File: config.mk
export PLATFORM = sky130hd
export DESIGN_NAME = hex_dump_fmt
export DESIGN_NICKNAME = d
export VERILOG_FILES = /design/src/rtl/hex_dump_fmt_pkg.sv /design/src/rtl/hex_dump_fmt_nibble_to_hex.sv /design/src/rtl/hex_dump_fmt.sv
export SDC_FILE = /design/constraint.sdc
export NUM_CORES = 1
export LEC_CHECK = 0
export CAP_MARGIN = 20
export CORE_ASPECT_RATIO = 2
export CORE_UTILIZATION = 56
export CTS_CLUSTER_SIZE = 12
export DETAILED_ROUTE_END_ITERATION = 16
export DONT_BUFFER_PORTS = 1
export PLACE_DENSITY = 0.73
export SLEW_MARGIN = 20
export SYNTH_ARGS = -nofsm -noshare
export SYNTH_HDL_FRONTEND = slang
export SYNTH_SLANG_ARGS = --single-unit
File: constraint.sdc
create_clock -name clk -period 3.74 [get_ports clk]
set_input_delay 0.748 -clock clk [delete_from_list [all_inputs] [get_ports clk]]
set_output_delay 0.748 -clock clk [all_outputs]
set_load 0.03 [all_outputs]
File: src/rtl/hex_dump_fmt_pkg.sv
// Shared definitions for the hex-dump formatter: ASCII constants and FSM encoding.
package hex_dump_fmt_pkg;

  localparam logic [7:0] COLON   = 8'h3A;
  localparam logic [7:0] SPACE   = 8'h20;
  localparam logic [7:0] CR      = 8'h0D;
  localparam logic [7:0] LF      = 8'h0A;
  localparam logic [7:0] ZERO    = 8'h30;
  localparam logic [7:0] UPPER_A = 8'h41;

  typedef enum logic [3:0] {
    ST_WAIT,
    ST_OFS,
    ST_COLON,
    ST_SP0,
    ST_HI,
    ST_LO,
    ST_SEP,
    ST_CR,
    ST_LF
  } state_t;

endpackage

File: src/rtl/hex_dump_fmt_nibble_to_hex.sv
// Combinational nibble to uppercase ASCII hex digit ('0'..'9', 'A'..'F').
module nibble_to_hex
  import hex_dump_fmt_pkg::*;
(
  input  logic [3:0] nib,
  output logic [7:0] ch
);

  // Digits 0-9 map from '0', 10-15 map from 'A'
  always_comb begin
    if (nib < 4'd10) ch = ZERO + {4'h0, nib};
    else             ch = UPPER_A + {4'h0, nib} - 8'd10;
  end

endmodule

File: src/rtl/hex_dump_fmt.sv
// Byte stream to ASCII hex-dump text: "OOOO: HH HH ... HH\r\n" per line.
// One character leaves per output handshake; a new byte is taken only when idle.
module hex_dump_fmt
  import hex_dump_fmt_pkg::*;
#(
  parameter int BYTES_PER_LINE = 16,
  parameter int OFS_DIGITS     = 4
) (
  input  logic       clk,
  input  logic       rst,
  input  logic [7:0] in_data,
  input  logic       in_valid,
  input  logic       in_last,
  output logic       in_ready,
  output logic [7:0] out_char,
  output logic       out_valid,
  input  logic       out_ready,
  output logic       busy
);

  localparam int              LPOS_W   = (BYTES_PER_LINE > 1) ? $clog2(BYTES_PER_LINE) : 1;
  localparam logic [LPOS_W-1:0] LPOS_END = LPOS_W'(BYTES_PER_LINE - 1);
  localparam logic [1:0]      DIG_END  = 2'(OFS_DIGITS - 1);

  state_t            state;
  logic [15:0]       ofs;
  logic [15:0]       line_ofs;
  logic [LPOS_W-1:0] lpos;
  logic [1:0]        dcnt;
  logic [7:0]        byte_q;
  logic              last_q;
  logic [3:0]        nib_sel;
  logic [7:0]        nib_ch;
  logic              accept;
  logic              xfer;

  // Printed offset digit; idx counts from the most-significant printed digit
  function automatic logic [3:0] ofs_digit(input logic [15:0] v, input logic [1:0] idx);
    logic [1:0] pos;
    pos = DIG_END - idx;
    return v[{pos, 2'b00} +: 4];
  endfunction

  assign in_ready = (state == ST_WAIT) && !rst;
  assign busy     = (state != ST_WAIT);
  assign accept   = in_valid && in_ready;
  assign xfer     = out_valid && out_ready;

  // Select the nibble whose ASCII form is loaded on the coming state change
  always_comb begin
    nib_sel = byte_q[7:4];
    case (state)
      ST_WAIT: nib_sel = (lpos == '0) ? ofs_digit(ofs, 2'd0) : in_data[7:4];
      ST_OFS:  nib_sel = ofs_digit(line_ofs, dcnt + 2'd1);
      ST_HI:   nib_sel = byte_q[3:0];
      default: nib_sel = byte_q[7:4];
    endcase
  end

  nibble_to_hex u_nib (
    .nib (nib_sel),
    .ch  (nib_ch)
  );

  // Accepted byte and the offset of the line it opens
  always_ff @(posedge clk) begin
    if (accept) begin
      byte_q <= in_data;
      last_q <= in_last;
      if (lpos == '0) line_ofs <= ofs;
    end
  end

  // Formatter FSM; out_char is loaded with the character of the state being entered
  always_ff @(posedge clk) begin
    if (rst) begin
      state     <= ST_WAIT;
      ofs       <= '0;
      lpos      <= '0;
      dcnt      <= '0;
      out_valid <= 1'b0;
      out_char  <= 8'h00;
    end else begin
      case (state)
        ST_WAIT: if (accept) begin
          out_valid <= 1'b1;
          out_char  <= nib_ch;
          ofs       <= ofs + 16'd1;
          dcnt      <= '0;
          state     <= (lpos == '0) ? ST_OFS : ST_HI;
        end
        ST_OFS: if (xfer) begin
          if (dcnt == DIG_END) begin
            state    <= ST_COLON;
            out_char <= COLON;
          end else begin
            dcnt     <= dcnt + 2'd1;
            out_char <= nib_ch;
          end
        end
        ST_COLON: if (xfer) begin
          state    <= ST_SP0;
          out_char <= SPACE;
        end
        ST_SP0: if (xfer) begin
          state    <= ST_HI;
          out_char <= nib_ch;
        end
        ST_HI: if (xfer) begin
          state    <= ST_LO;
          out_char <= nib_ch;
        end
        ST_LO: if (xfer) begin
          if (lpos == LPOS_END || last_q) begin
            state    <= ST_CR;
            out_char <= CR;
          end else begin
            state    <= ST_SEP;
            out_char <= SPACE;
          end
        end
        ST_SEP: if (xfer) begin
          lpos      <= lpos + 1'b1;
          out_valid <= 1'b0;
          state     <= ST_WAIT;
        end
        ST_CR: if (xfer) begin
          state    <= ST_LF;
          out_char <= LF;
        end
        ST_LF: if (xfer) begin
          lpos      <= '0;
          out_valid <= 1'b0;
          state     <= ST_WAIT;
          if (last_q) ofs <= '0;
        end
        default: begin
          out_valid <= 1'b0;
          state     <= ST_WAIT;
        end
      endcase
    end
  end

endmodule

==> flow_metrics.env, run 1 <==
export IMPL_syn_avg_cell_area_sq_um=10.3
export IMPL_synth_nets=306
export IMPL_p_int_mw=1.26
export IMPL_drc=0
export IMPL_criticalPathCategory="reg -> reg"
export IMPL_die_area_sq_mm=0.00560
export IMPL_grt_pass1_vias=2106
export IMPL_cts_buffer_depth=2
export IMPL_cts_sinks=59
export IMPL_run_status="complete, no violations"
export IMPL_use_met1=0.226
export IMPL_critical_path_top_delay_family="simple AND/OR/NAND/NOR gates"
export IMPL_die_x_um=53.4
export IMPL_yosys_top_cells_count="37 x nor2_1, 34 x dfxtp_1, 25 x edfxtp_1"
export IMPL_critical_path_max_stage_delay_ns=0.85
export IMPL_end_kind="flop"
export IMPL_fillers=427
export IMPL_synth_cell_types=65
export IMPL_worstMarginPinSlew_ns=0.779
export IMPL_layout_drive_gt1_share=0.130
export IMPL_cts_resized=0
export IMPL_grt_busiest_layer="met2"
export IMPL_drtIter0Drc=54
export IMPL_coreArea_sq_mm=0.00509
export IMPL_final_cell_area_sq_mm=0.00319
export IMPL_crit_chain="or4_1 -> nor3b_4 -> and2_1"
export IMPL_antenna_cells=0
export IMPL_hold_buffers=0
export IMPL_synth_area_leader_cell="edfxtp_1"
export IMPL_vias_per_cell=6.16
export IMPL_max_freq_mhz=353
export IMPL_yosysMostFrequentCell="nor2_1"
export IMPL_finalPower_mw=1.84
export IMPL_syn_inst=288
export IMPL_finalSetupTns_ns=0
export IMPL_ys_ff_latch=59
export IMPL_cp_max_fo=16
export IMPL_hpwl_um=4680
export IMPL_syn_area_sq_mm=0.00296
export IMPL_ys_warn_count=0
export IMPL_synth_edf_count=25
export IMPL_setup_viol=0
export IMPL_post_cts_buffers=0
export IMPL_crit_arrival_ns=2.80
export IMPL_seq_power_share=0.436
export IMPL_row_count=37
export IMPL_place_congestion=0.828
export IMPL_power_frac_comb=0.230
export IMPL_nNetsFinal=306
export IMPL_hold_viol=0
export IMPL_p_leak_nw=1.21
export IMPL_yosysTopAreaCellShare=0.254
export IMPL_maxSlewViolCount=0
export IMPL_antenna_found_initial=0
export IMPL_required_ns=3.71
export IMPL_power_density_mw_per_mm2=576
export IMPL_grt_max_degree=25
export IMPL_htreeDepth=3
export IMPL_wl_per_cell_um=17.8
export IMPL_slew_headroom=0.473
export IMPL_drtPass1Iterations=4
export IMPL_cts_root_buf="clkbuf_8"
export IMPL_grtUsageMet2=0.446
export IMPL_insertion_delay_ns=0.34
export IMPL_min_path_type="in -> reg"
export IMPL_chipHeight_um=105
export IMPL_port_buffers=0
export IMPL_grt_overflow=0
export IMPL_cp_slowest_cell="or4_1"
export IMPL_swShare=0.317
export IMPL_cts_clk_slew_worst_paths_ns=0.07
export IMPL_period_share=0.757
export IMPL_cts_tree="done"
export IMPL_p_sw_mw=0.583
export IMPL_ant_nets=0
export IMPL_ys_seq_area_frac=0.484
export IMPL_ys_flop_type="dfxtp_1"
export IMPL_crit_buf_inv=0
export IMPL_num_vias=2156
export IMPL_pwr_share_clk=0.334
export IMPL_synth_area_leaders="edfxtp_1 25%, dfxtp_1 23%, nor2_1 4.7%, xor2_1 3.8%, mux2i_1 3.0%"
export IMPL_start_kind="flop"
export IMPL_grt_pass1_wl_um=9720
export IMPL_post_dp_cell_area_sq_mm=0.00299
export IMPL_area_growth_pct=7.91
export IMPL_async_flop_share=0
export IMPL_ir_drop_mv=0.377
export IMPL_wl_um=6210
export IMPL_grt_use_met3=0.0699
export IMPL_cap_violations=0
export IMPL_skew_ns=0.00802
export IMPL_ios=24
export IMPL_period_minus_slack_ns=2.83
export IMPL_rsz0062_at_grt="no"
export IMPL_numCtsBuffers=9
export IMPL_initial_core_util=0.581
export IMPL_grt_use_total=0.250
-- cell families after synthesis --
| group | Yosys count | share of synthesized area |
|---|---|---|
| adders and majority gates | 5 | 0.0211 |
| DFF | 59 | 0.484 |
| muxes | 13 | 0.0609 |
| buffers and inverters | 25 | 0.0402 |
| AOI/OAI and AO/OA | 59 | 0.147 |
| other | 1 | 0.00127 |
| and+or+nand+nor | 111 | 0.202 |
| xor gates and xnor gates | 15 | 0.0444 |
-- worst reg2reg max path, stage by stage (launching register included) --
cell and delay (ns):
dfxtp_1 0.32, or4_1 0.85, nor3b_4 0.66, and2_1 0.64
-- power by group through the flow --
stage                     Sequential [mW]  Clock (mW)  Combinational (mW)
final                               0.801       0.615               0.423
after global routing                0.809       0.648               0.462
after CTS                           0.803       0.626               0.424
after detailed placement            0.817           0               0.422
after global placement              0.813           0               0.414
after floorplan                     0.803           0               0.356
-- cell usage in the layout, fill, tap and decap left out, types with 3 or more instances in the layout --
cell,n
nor2_1,37
a311oi_1,3
nand2_1,20
or3_1,3
ha_1,5
o211ai_1,4
edfxtp_1,25
buf_4,6
mux4_2,4
mux2i_1,9
a21oi_1,14
dfxtp_1,34
nand2b_1,6
and2_1,4
nor3_1,6
o21ai_0,10
xor2_1,13
nand3_1,7
clkbuf_8,9
inv_1,8
o2bb2ai_1,3
and3_1,4
nand4_1,3
-- through the flow --
step                      worst slack (ns)  cells   util  hold slack (ns)
after floorplan                       1.41    288      -            0.442
after global placement               0.954    335  0.587            0.454
after detailed placement             0.904    335  0.587            0.457
after CTS                            0.879    350  0.627            0.455
after global routing                 0.777    350  0.627            0.455
final                                0.909    350  0.627            0.472
-- final timing paths --
| check | start | endpoint | slack (ns) | cells after the start |
|---|---|---|---|---|
| worst min-delay path | rst | out_char[6] | 0.47 | 1 |
| worst max register to register | state[0] | line_ofs[12] | 0.91 | 3 |
| worst max-delay path | state[0] | line_ofs[12] | 0.91 | 3 |
| worst min register to register | ofs[10] | line_ofs[10] | 0.48 | 0 |
-- area by class of cell --
type | count | area (sq um) | share of cell area
Clock buffer | 9 | 124 | 0.0388
Sequential cell | 59 | 1430 | 0.448
Clock inverter | 6 | 81.3 | 0.0255
Timing Repair Buffer | 6 | 45.0 | 0.0141
Tap cell | 58 | 72.6 | 0.0227
Inverter | 8 | 30.0 | 0.00940
Multi-Input combinational cell | 204 | 1410 | 0.441
-- flip-flops by register name, summed over array words and instances (netlist names) --
signal     flops
out_valid      1
ofs           16
lpos           4
state          4
out_char       7
byte_q         8
line_ofs      16
dcnt           2
last_q         1
-- metal layers --
layer | up-vias | part of all wire
li1 | 1051 | -
met1 | 1029 | 0.35
met2 | 53 | 0.57
met3 | 23 | 0.035
met4 | 0 | 0.047
met5 | - | 0
Power figures use the tool's default switching activity.
==> run 2, diff against run 1 <==
PLACE_DENSITY = 0.76   (was 0.73)
clock period = 2.3 ns   (was 3.74 ns; I/O delays follow)
==> run 2 against run 1 <==
Effect of this change:
- wire length rose by 5.7%
- register-to-register slack got worse by 0.86 ns
- first-iteration DRC count is 28% higher
- count of clock-buffer cells in the layout did not move
- global-route usage is 2.5 points higher
- die area is the same
- non-clock buffer count grew 21
- final cell count grew 6.3%
- setup slack worse by 0.86 ns
- critical path depth up 5
- highest routed layer unchanged
==> flow_metrics.env, run 2 (synthesis gave the netlist of run 1 again) <==
export IMPL_run_status="complete, no violations"
export IMPL_reg2reg_slack_ns=0.05
export IMPL_grtUsageMet2=0.465
export IMPL_cap_violations=0
export IMPL_ios=24
export IMPL_hold_viol=0
export IMPL_layout_drive_gt1_share=0.220
export IMPL_antenna_found_initial=0
export IMPL_nNetsFinal=327
export IMPL_end_kind="flop"
export IMPL_crit_chain="buf_4 -> mux4_2 -> a22oi_1 -> o211ai_1 -> inv_1 -> ha_2 -> a211o_1 -> a311oi_2"
export IMPL_holdPathEnd="out_char[5]"
export IMPL_grt_busiest_layer="met2"
export IMPL_htreeDepth=3
export IMPL_chipHeight_um=105
export IMPL_min_path_type="in -> reg"
export IMPL_cts_root_buf="clkbuf_8"
export IMPL_grt_max_degree=25
export IMPL_cts_clk_slew_worst_paths_ns=0.07
export IMPL_p_leak_nw=1.31
export IMPL_grt_pass1_vias=2355
export IMPL_utilization=0.669
export IMPL_grt_overflow=0
export IMPL_critical_path_top_delay_family="compound AO/OA/AOI/OAI gates"
export IMPL_drtIter0Drc=69
export IMPL_drtPass1Iterations=4
export IMPL_grt_use_met3=0.100
export IMPL_ant_nets=0
export IMPL_hold_buffers=0
export IMPL_rsz0062_at_grt="yes"
export IMPL_critical_path_max_stage_delay_ns=0.50
export IMPL_finalPower_mw=3.10
export IMPL_worstMarginPinSlew_ns=0.629
export IMPL_period_share=0.977
export IMPL_hpwl_um=4770
export IMPL_cts_sinks=59
export IMPL_required_ns=2.56
export IMPL_use_met1=0.279
export IMPL_start_kind="flop"
export IMPL_antenna_cells=0
export IMPL_reg2reg_to="out_char[1]"
export IMPL_port_buffers=0
export IMPL_post_place_ws_ns=-0.0863
export IMPL_final_common_cell="nor2_1"
export IMPL_insertion_delay_ns=0.35
export IMPL_r2r_cells=8
export IMPL_criticalPathCategory="reg -> reg"
export IMPL_wl_um=6570
export IMPL_vias_per_cell=6.17
export IMPL_slew_headroom=0.570
export IMPL_place_congestion=0.829
export IMPL_most_common_layout_cells="37 x nor2_1, 32 x dfxtp_1, 25 x edfxtp_1"
export IMPL_setup_viol=0
export IMPL_hold_depth=1
export IMPL_row_count=37
export IMPL_grt_pass1_wl_um=10900
export IMPL_grt_use_total=0.275
export IMPL_seqCellArea_sq_mm=0.00144
export IMPL_num_vias=2296
export IMPL_skew_ns=0.00879
export IMPL_max_freq_mhz=445
export IMPL_cp_max_fo=5
export IMPL_cts_buffer_depth=2
export IMPL_power_density_mw_per_mm2=911
export IMPL_maxSlewViolCount=0
export IMPL_top_regs="line_ofs x16, ofs x16, byte_q x8"
export IMPL_period_minus_slack_ns=2.25
export IMPL_area_growth_pct=15.1
export IMPL_cts_tree="done"
export IMPL_min_delay_start="rst"
export IMPL_post_dp_cell_area_sq_mm=0.00314
export IMPL_numCtsBuffers=9
export IMPL_worst_slack_ns=0.0533
export IMPL_crit_buf_inv=2
export IMPL_coreArea_sq_mm=0.00509
export IMPL_multi_input_area_sq_mm=0.00145
export IMPL_die_area_sq_mm=0.00560
export IMPL_crit_arrival_ns=2.51
export IMPL_initial_core_util=0.581
export IMPL_final_cell_area_sq_mm=0.00341
export IMPL_die_x_um=53.4
export IMPL_r2r_start="dcnt[0]"
export IMPL_drc=0
export IMPL_fillers=403
export IMPL_ir_drop_mv=0.976
export IMPL_wl_per_cell_um=17.7
export IMPL_cp_slowest_cell="mux4_2"
run 2: metrics by stage:
step / std cells / TNS (ns) / hold slack, ns
6_report: 372 / 0 / 0.172
5_1_grt: 372 / -0.0477 / 0.157
4_1_cts: 371 / 0 / 0.154
3_5_place_dp: 354 / -0.126 / 0.463
3_3_place_gp: 354 / 0 / 0.456
2_1_floorplan: 288 / 0 / 0.442
run 2: worst max path at each step:
stage	start	endpoint	depth (start not counted)
6_report	dcnt[0]	out_char[1]	8
4_1_cts	lpos[0]	out_char[2]	11
5_1_grt	lpos[0]	out_char[0]	10
3_3_place_gp	dcnt[0]	out_char[1]	8
2_1_floorplan	lpos[0]	out_char[2]	10
3_5_place_dp	dcnt[0]	out_char[1]	8
run 2: worst register-to-register path: stages (launching register included):
cell and delay (ns):
dfxtp_4 0.39, buf_4 0.15, mux4_2 0.50, a22oi_1 0.16, o211ai_1 0.14, inv_1 0.08
ha_2 0.27, a211o_1 0.28, a311oi_2 0.19
run 2: timing repair:
action,4_1_cts,5_1_grt
buffers inserted,1,2
resized for setup,4,10
setup endpoints to repair,5,8
pin swaps,3,4
run 2: metal layers:
| metal | wire, um | up-vias | part of all wire |
|---|---|---|---|
| met5 | 0 | - | 0 |
| met4 | 219 | 0 | 0.033 |
| met3 | 322 | 21 | 0.049 |
| met2 | 3620 | 70 | 0.55 |
| met1 | 2400 | 1115 | 0.37 |
| li1 | - | 1090 | - |
run 2: final cells by class:
| class | count | area share |
|---|---|---|
| Tap cell | 58 | 0.0213 |
| Multi-Input combinational cell | 204 | 0.424 |
| Clock buffer | 9 | 0.0364 |
| Sequential cell | 59 | 0.422 |
| Clock inverter | 7 | 0.0198 |
| Timing Repair Buffer | 27 | 0.0679 |
| Inverter | 8 | 0.00881 |
run 2: power breakdown:
group | internal, mW | switching (mW) | total (mW)
Sequential | 1.19 | 0.0966 | 1.29
Clock | 0.495 | 0.423 | 0.918
Combinational | 0.396 | 0.499 | 0.895
Total | 2.08 | 1.02 | 3.10
